===== src/rtl/ucsbece154b_mem_arbiter.sv =====
// Shares one external memory port between the I-cache refill path (block bursts)
// and the data load/store path (single words). Ties are broken round-robin.
module ucsbece154b_mem_arbiter #(
   parameter int BLOCK_WORDS = 4,
   parameter int ADDR_W      = 32,
   parameter int DATA_W      = 32
) (
   input  logic                           clk,
   input  logic                           reset,
   input  logic                           IReq_i,
   input  logic [ADDR_W-1:0]              IAddr_i,
   output logic [DATA_W-1:0]              IRData_o,
   output logic                           IRValid_o,
   output logic [$clog2(BLOCK_WORDS)-1:0] IWordIdx_o,
   output logic                           IDone_o,
   input  logic                           DReq_i,
   input  logic                           DWE_i,
   input  logic [ADDR_W-1:0]              DAddr_i,
   input  logic [DATA_W-1:0]              DWData_i,
   output logic [DATA_W-1:0]              DRData_o,
   output logic                           DReady_o,
   output logic                           MemReq_o,
   output logic                           MemWE_o,
   output logic [ADDR_W-1:0]              MemAddr_o,
   output logic [4:0]                     MemLen_o,
   output logic [DATA_W-1:0]              MemWData_o,
   input  logic [DATA_W-1:0]              MemRData_i,
   input  logic                           MemRValid_i,
   input  logic                           MemWAck_i,
   output logic [1:0]                     Owner_o
);

   localparam int                IDX_W      = $clog2(BLOCK_WORDS);
   localparam logic [ADDR_W-1:0] ALIGN_MASK = ~ADDR_W'((BLOCK_WORDS * 4) - 1);
   localparam logic [4:0]        LEN_I      = 5'(BLOCK_WORDS);
   localparam logic [IDX_W-1:0]  LAST_IDX   = IDX_W'(BLOCK_WORDS - 1);

   typedef enum logic [1:0] {
      IDLE    = 2'd0,
      I_BURST = 2'd1,
      D_READ  = 2'd2,
      D_WRITE = 2'd3
   } state_t;

   state_t              r_state;
   state_t              w_nextState;
   logic                r_lastGrantD;
   logic [IDX_W-1:0]    r_cnt;
   logic                r_memReq;
   logic                r_memWE;
   logic [ADDR_W-1:0]   r_memAddr;
   logic [4:0]          r_memLen;
   logic                w_grantI;
   logic                w_beat;
   logic                w_lastBeat;
   logic                w_dRead;
   logic                w_dWrite;

   // I wins a tie unless it was the last one granted
   assign w_grantI   = IReq_i && (!DReq_i || r_lastGrantD);
   assign w_beat     = (r_state == I_BURST) && MemRValid_i;
   assign w_lastBeat = w_beat && (r_cnt == LAST_IDX);
   assign w_dRead    = (r_state == D_READ) && MemRValid_i;
   assign w_dWrite   = (r_state == D_WRITE) && MemWAck_i;

   always_comb begin
      w_nextState = r_state;
      case (r_state)
         IDLE: begin
            if (w_grantI)
               w_nextState = I_BURST;
            else if (DReq_i)
               w_nextState = DWE_i ? D_WRITE : D_READ;
         end
         I_BURST: if (w_lastBeat) w_nextState = IDLE;
         D_READ:  if (w_dRead)    w_nextState = IDLE;
         D_WRITE: if (w_dWrite)   w_nextState = IDLE;
         default: w_nextState = IDLE;
      endcase
   end

   // Command fields are latched at grant and held until the transaction ends
   always_ff @(posedge clk or negedge reset) begin
      if (!reset) begin
         r_state      <= IDLE;
         r_lastGrantD <= 1'b1;
         r_cnt        <= '0;
         r_memReq     <= 1'b0;
         r_memWE      <= 1'b0;
         r_memAddr    <= '0;
         r_memLen     <= '0;
      end else begin
         r_state  <= w_nextState;
         r_memReq <= 1'b0;
         if (r_state == IDLE && w_nextState != IDLE) begin
            r_memReq     <= 1'b1;
            r_lastGrantD <= (w_nextState != I_BURST);
            r_memAddr    <= (w_nextState == I_BURST) ? (IAddr_i & ALIGN_MASK) : DAddr_i;
            r_memLen     <= (w_nextState == I_BURST) ? LEN_I : 5'd1;
            r_memWE      <= (w_nextState == D_WRITE);
         end else if (r_state != IDLE && w_nextState == IDLE) begin
            r_memWE   <= 1'b0;
            r_memAddr <= '0;
            r_memLen  <= '0;
         end
         if (w_beat)
            r_cnt <= w_lastBeat ? '0 : r_cnt + IDX_W'(1);
      end
   end

   assign MemReq_o   = r_memReq;
   assign MemWE_o    = r_memWE;
   assign MemAddr_o  = r_memAddr;
   assign MemLen_o   = r_memLen;
   assign MemWData_o = (r_state == D_WRITE) ? DWData_i : '0;

   assign IRValid_o  = w_beat;
   assign IRData_o   = w_beat ? MemRData_i : '0;
   assign IWordIdx_o = r_cnt;
   assign IDone_o    = w_lastBeat;

   assign DReady_o   = w_dRead || w_dWrite;
   assign DRData_o   = w_dRead ? MemRData_i : '0;

   assign Owner_o    = (r_state == IDLE) ? 2'd0 : (r_state == I_BURST) ? 2'd1 : 2'd2;

endmodule


===== config.mk =====
export PLATFORM = sky130hd
export DESIGN_NAME = ucsbece154b_mem_arbiter
export DESIGN_NICKNAME = d
export VERILOG_FILES = /design/src/rtl/ucsbece154b_mem_arbiter.sv
export SDC_FILE = /design/constraint.sdc
export NUM_CORES = 1
export LEC_CHECK = 0
export BUFFER_PORTS_ARGS = -buffer_cell sky130_fd_sc_hd__buf_4
export CAP_MARGIN = 15
export CORE_AREA = 2 2 107 109
export DETAILED_ROUTE_END_ITERATION = 8
export DIE_AREA = 0 0 109 111
export SYNTH_ARGS = -nofsm -noshare
export SYNTH_HDL_FRONTEND = slang
export SYNTH_SLANG_ARGS = --single-unit

===== constraint.sdc =====
create_clock -name clk -period 4.8 [get_ports clk]
set_input_delay 0.96 -clock clk [delete_from_list [all_inputs] [get_ports clk]]
set_output_delay 0.96 -clock clk [all_outputs]
set_load 0.005 [all_outputs]

* Word level (Yosys, flattened, before mapping)
Cells that the tools add are included.
** Cells by class
- $add $sub $neg :: 1
- $mul :: 0
- Divide/modulo/power cells :: 0
- Magnitude comparators :: 0
- Eq/ne operators :: 7
- Shifts and indexed selects :: 0
- Multiplexer cells :: 22
- Bitwise logic cells :: 0
- Reductions and logical operators :: 15
** Operators with widths (count)
- two-way mux 32 bit :: 6
- two-way mux 2 bit :: 8
- two-way mux 5 bit :: 2
- equality test 2 bit, second input constant :: 4
- one-hot mux 2 bit (4 select lines) :: 1
- logical AND 1 bit :: 7
- nonzero test 2 bit :: 3
- equality test 2 x 1 -> 1 bit, second input constant :: 2
- logical NOT 2 bit :: 2
- two-way mux 1 bit :: 4
- two-way mux 3 bit :: 1
- adder 2 x 1 -> 2 bit, second input constant :: 1
- logical OR 1 bit :: 2
- != test 2 x 1 -> 1 bit, second input constant :: 1
- logical NOT 1 bit :: 1
** Word-level totals
- Bits in registers :: 44
- Bits in latches :: 0
- Memory bits (writable) :: 0
- ROM bits :: 0
- Input port bits :: 135
- Output and inout port bits :: 142
- Logic and storage cells :: 52
- Memories kept :: 0

* Longest topological paths before layout
- Word-level depth :: 9
- Depth in mapped cells :: 12
- Mapped depth without buffers :: 8

* Worst setup path after synthesis
Ideal clock, no wire load.
- Path kind :: in2reg
- Start :: in DWE_i
- End :: reg r_memAddr[10], in the netlist MemAddr_o[10]
- Setup time :: 0.126 ns
- Arrival :: 3.005 ns
- Data required time :: 4.674 ns
- Slack :: 1.669 ns
- Stages :: 11
- Buffers on the path :: 3
- Cells stage by stage :: a211o_1 > a21oi_1 > o21ai_0 > ha_1 > clkbuf_1 > inv_1 > nand2_1 > nor4_2 > buf_4 > buf_4 > a221o_1
** Between the ends
- Cells in the longest elaborated chain, start to end :: 7
- Elaborated cells on any way between the ends :: 12
- Classes of those cells :: eq/ne: 1; mux: 6; reduce/logical: 5
** Ends and longest elaborated chain
- start, declared :: RTL line 17 : input logic DWE_i,
- two-way mux 1 bit * :: RTL line 73 : w_nextState = DWE_i ? D_WRITE : D_READ;
- two-way mux 2 bit * :: RTL line 72 : else if (DReq_i)
- two-way mux 2 bit * :: RTL line 70 : if (w_grantI)
- one-hot mux 2 bit (4 select lines) * :: RTL line 68 : case (r_state)
- equality test 2 x 1 -> 1 bit, or another cell as far along :: RTL line 98 : r_memAddr <= (w_nextState == I_BURST) ? (IAddr_i & ALIGN_MASK) : DAddr_i;
- two-way mux 32 bit, or another cell as far along :: RTL line 98
- two-way mux 32 bit or nonzero test 2 bit (tied branches)
- end signal, assigned :: RTL line 98
- end, declared :: RTL line 51 : logic [ADDR_W-1:0] r_memAddr;
Mark *: on every way between the ends. The rest lies on a longest branch, timed or not.
A chain may end at the register's enable or synchronous reset.

* Worst setup path in the final report
- Start :: reg r_state[1]
- End :: reg r_memAddr[7], in the netlist MemAddr_o[7]
** Between the ends
- Cells in the longest elaborated chain, start to end :: 8
- Elaborated cells on any way between the ends :: 23
- Classes of those cells :: eq/ne: 4; mux: 8; reduce/logical: 11
** Ends and longest elaborated chain
- start, declared :: RTL line 45 : state_t r_state;
- start signal, assigned :: RTL line 93 : r_state <= w_nextState;
- equality test 2 x 1 -> 1 bit :: RTL line 61, 68
- logical AND 1 bit :: RTL line 61 : assign w_beat = (r_state == I_BURST) && MemRValid_i;
- logical AND 1 bit :: RTL line 62 : assign w_lastBeat = w_beat && (r_cnt == LAST_IDX);
- two-way mux 2 bit :: RTL line 75 : I_BURST: if (w_lastBeat) w_nextState = IDLE;
- one-hot mux 2 bit (4 select lines) :: RTL line 68
- equality test 2 x 1 -> 1 bit, or another cell as far along :: RTL line 98
- two-way mux 32 bit, or another cell as far along :: RTL line 98
- two-way mux 32 bit or nonzero test 2 bit (tied branches)
Several ways; a longest one is shown, not always the timed one.

==> reports/summary.txt <==
Final wirelength = 9830 um
Antenna violations before repair = 1
Post-Synth XOR/XNOR Area = 0%
Setup-failing EPs final = 0
Clk sink count = 41
Vias = 2924
Hold Crit Depth = 1
Full die area = 12100 sq um
Post-synth EDFFs = 0
VDD IR-drop max = 0.211 mV
Worst setup margin = 1.26 ns
Post-Syn Area = 2550 sq um
Main combinational cell family by area after synthesis = simple AND/OR/NAND/NOR gates
Least-Margin Pin Slew = 0.970 ns
Flop2flop setup slack = 1.26 ns
Synth warn = 0
CP Buf/Inv Count = 3
Register area share after synthesis = 40.3%
Core Box Area = 11100 sq um
Final hold violations = 0
Leakage = 2.72 nW
Avg Cell Area, Syn = 9.79 sq um
Pwr Density = 424 nW/um^2
Setup_tns = 0 ns
Initial Utilization = 23.0%
Clk Latency, worst-skew pair = 0.28 ns
Mux cell area share after synthesis = 1.28%
Reg2Reg Capture Point = MemAddr_o[7]$_DFFE_PN0P_
Worst-path clk slew = 0.06 ns
RSZ-0062 raised after global routing = false
Synth cell count leaders = 93 x and2_1, 40 x dfrtp_1, 32 x and3_1
Slowest CP cell = dfrtp_1
GP Congestion = 0.782
CP Launch Type = flop
Initial DRC Count = 114
Cell repeated most along the worst path = buf_4
Synth-to-layout area growth = 87.5%
CTS Hold Bufs = 0
First-pass GRT wire length = 14400 um
Nets = 650
Row cnt = 39
CTS tree = built
Longest Clk Path Bufs = 2
Final Max Tran Viols = 0
Primary FF master, synth = dfrtp_1
Post-synthesis cell type count = 32
Post-DP HPWL = 7900 um
Top-Level Pins = 277
GRT overflow = 0
Hold Crit Endpoint = MemLen_o[2]$_DFFE_PN0P_
Critical Path AT = 3.76 ns
WL/cell = 15.0 um
DRC errors left = 0
Synth Area in Compound Gates = 16.8%
CP max FO = 41
Gr usage total = 15.1%
Final Cycle Share = 73.8%
Final ANT Viol Nets = 0
Fillers = 1097
Status = complete, no violations
Post-CTS setup buffers = 0
HP Start = MemLen_o[2]$_DFFE_PN0P_
IO Port Bufs = 269
Crit path largest cell delay = 0.98 ns
F_max = 0.282 GHz
Max cap viols = 0
Largest cells by area after synthesis = dfrtp_1 39%, and2_1 23%, a221o_1 11%
Synth Area in Adders = 0.983%
Number of CTS-inserted buffers = 5
Number of global-route vias before repair = 2779
CP cell instances = and3b_1 > buf_4 > a22o_4 > o21ai_0 > ha_1 > inv_1 > nand2_1 > nor4_4 > buf_4 > a221o_1
Layout cell share with drive strength beyond 1 = 56.3%
Synth Area in Simple Gates = 33.6%
Post-Place Setup Slack = 1.16 ns
Share of the synthesized area in the top cell type = 39.3%
Worst Hold Class = flop to flop
Seq cells post-synth = 41
Largest net degree at the start of global routing = 42
Root Buffer = clkbuf_16
CP endpoint kind = flop
Via density = 4.45
Minimum clock period = 3.54 ns
Die height = 111 um
Required time of the critical path = 5.02 ns
Drt first pass iters = 4
R2r worst-path depth = 10
Top-count cell post-synth = and2_1
Async SR Flop Fraction = 100%
Post-Syn Instances = 260
Yosys top cell by area = dfrtp_1
Die X = 109 um
Setup CP Type = flop to flop
Post-cts sizing count = 0
Launching point of the worst reg2reg path = r_state[1]$_DFF_PN0_
Max-slew headroom = 35.4%
CP delay by family, top = flip-flops
H-Tree Depth = 2
Clock Skews = 0.00778 ns
## through the flow
step	utilization, %	instance area (sq um)	hold WS [ns]	total power, mW	cells
floorplan	-	2550	0.470	1.12	262
global placement	41.7	4620	0.466	1.69	649
detailed placement	41.7	4620	0.470	1.71	649
CTS	43.1	4770	0.486	2.06	656
global route	43.1	4770	0.502	2.18	656
finish	43.1	4770	0.483	2.02	657
## worst register-to-register path, cell delays in order, from the launching register on
cell	delay, ns
dfrtp_1	0.98
and3b_1	0.27
buf_4	0.22
a22o_4	0.32
o21ai_0	0.18
ha_1	0.26
inv_1	0.09
nand2_1	0.11
nor4_4	0.49
buf_4	0.36
a221o_1	0.20
## cells by family (layout without fill, tap and decap cells)
| logic type | after synthesis | count (layout) |
|---|---|---|
| AO/OA/AOI/OAI | 43 | 43 |
| flip-flops | 41 | 41 |
| multiplexers | 3 | 3 |
| buffers and inverters | 31 | 282 |
| adder cells (fa/ha/maj) | 2 | 2 |
| other | 1 | 4 |
| AND/OR/NAND/NOR | 139 | 139 |
## state kept, by name, indices dropped and copies added, names as in the netlist
name          flops
MemAddr_o        32
IWordIdx_o        2
MemLen_o          2
r_state           2
MemReq_o          1
MemWE_o           1
r_lastGrantD      1
## layout by cell type (no fill, tap or decap), types with 2 or more instances in the layout
cell type and instances:
buf_4 273, and3_1 32, ha_1 2, clkbuf_16 5, a22o_1 4, nand2_1 4
conb_1 3, a221o_1 28, dfrtp_1 40, and2_1 93, a21o_1 2, mux2_2 2
nand2b_1 2, nor2_1 5
## metal layers
| metal | share of wire, % | routed length, um | vias to the layer above | GRT usage, % |
|---|---|---|---|---|
| met5 | 0 | 0 | - | 0 |
| met4 | 1.6 | 157 | 0 | 3.85 |
| met3 | 11 | 1100 | 12 | 5.23 |
| met2 | 49 | 4860 | 158 | 27.3 |
| met1 | 38 | 3710 | 1340 | 16.6 |
| li1 | - | - | 1414 | - |
## power by group
part / total [mW] / internal, mW / switching (mW)
Combinational: 1.06 / 0.629 / 0.432
Clock: 0.332 / 0.204 / 0.129
Sequential: 0.631 / 0.496 / 0.135
Total: 2.02 / 1.33 / 0.695
## how the worst max path moves through the flow
stage / startpoint / end / slack, ns / cells past startpoint
floorplan: DWE_i / MemAddr_o[10]$_DFFE_PN0P_ / 1.67 / 11
global placement: DWE_i / MemAddr_o[9]$_DFFE_PN0P_ / 1.25 / 10
detailed placement: DWE_i / MemAddr_o[7]$_DFFE_PN0P_ / 1.16 / 10
CTS: r_state[1]$_DFF_PN0_ / MemAddr_o[7]$_DFFE_PN0P_ / 1.18 / 10
global route: r_state[1]$_DFF_PN0_ / MemAddr_o[6]$_DFFE_PN0P_ / 0.95 / 10
finish: r_state[1]$_DFF_PN0_ / MemAddr_o[7]$_DFFE_PN0P_ / 1.26 / 10
## area by class of cell
| type | instances | area (sq um) | area share, % |
|---|---|---|---|
| diodes | 1 | 2.50 | 0.0524 |
| clock inverters | 1 | 7.51 | 0.157 |
| flip-flops and latches | 41 | 1030 | 21.5 |
| clock buffers | 6 | 139 | 2.91 |
| inverters | 2 | 7.51 | 0.157 |
| repair buffers | 273 | 2050 | 42.9 |
| multi-input cells | 190 | 1360 | 28.5 |
| well taps | 143 | 179 | 3.75 |
(Power assumes the default switching activity.)
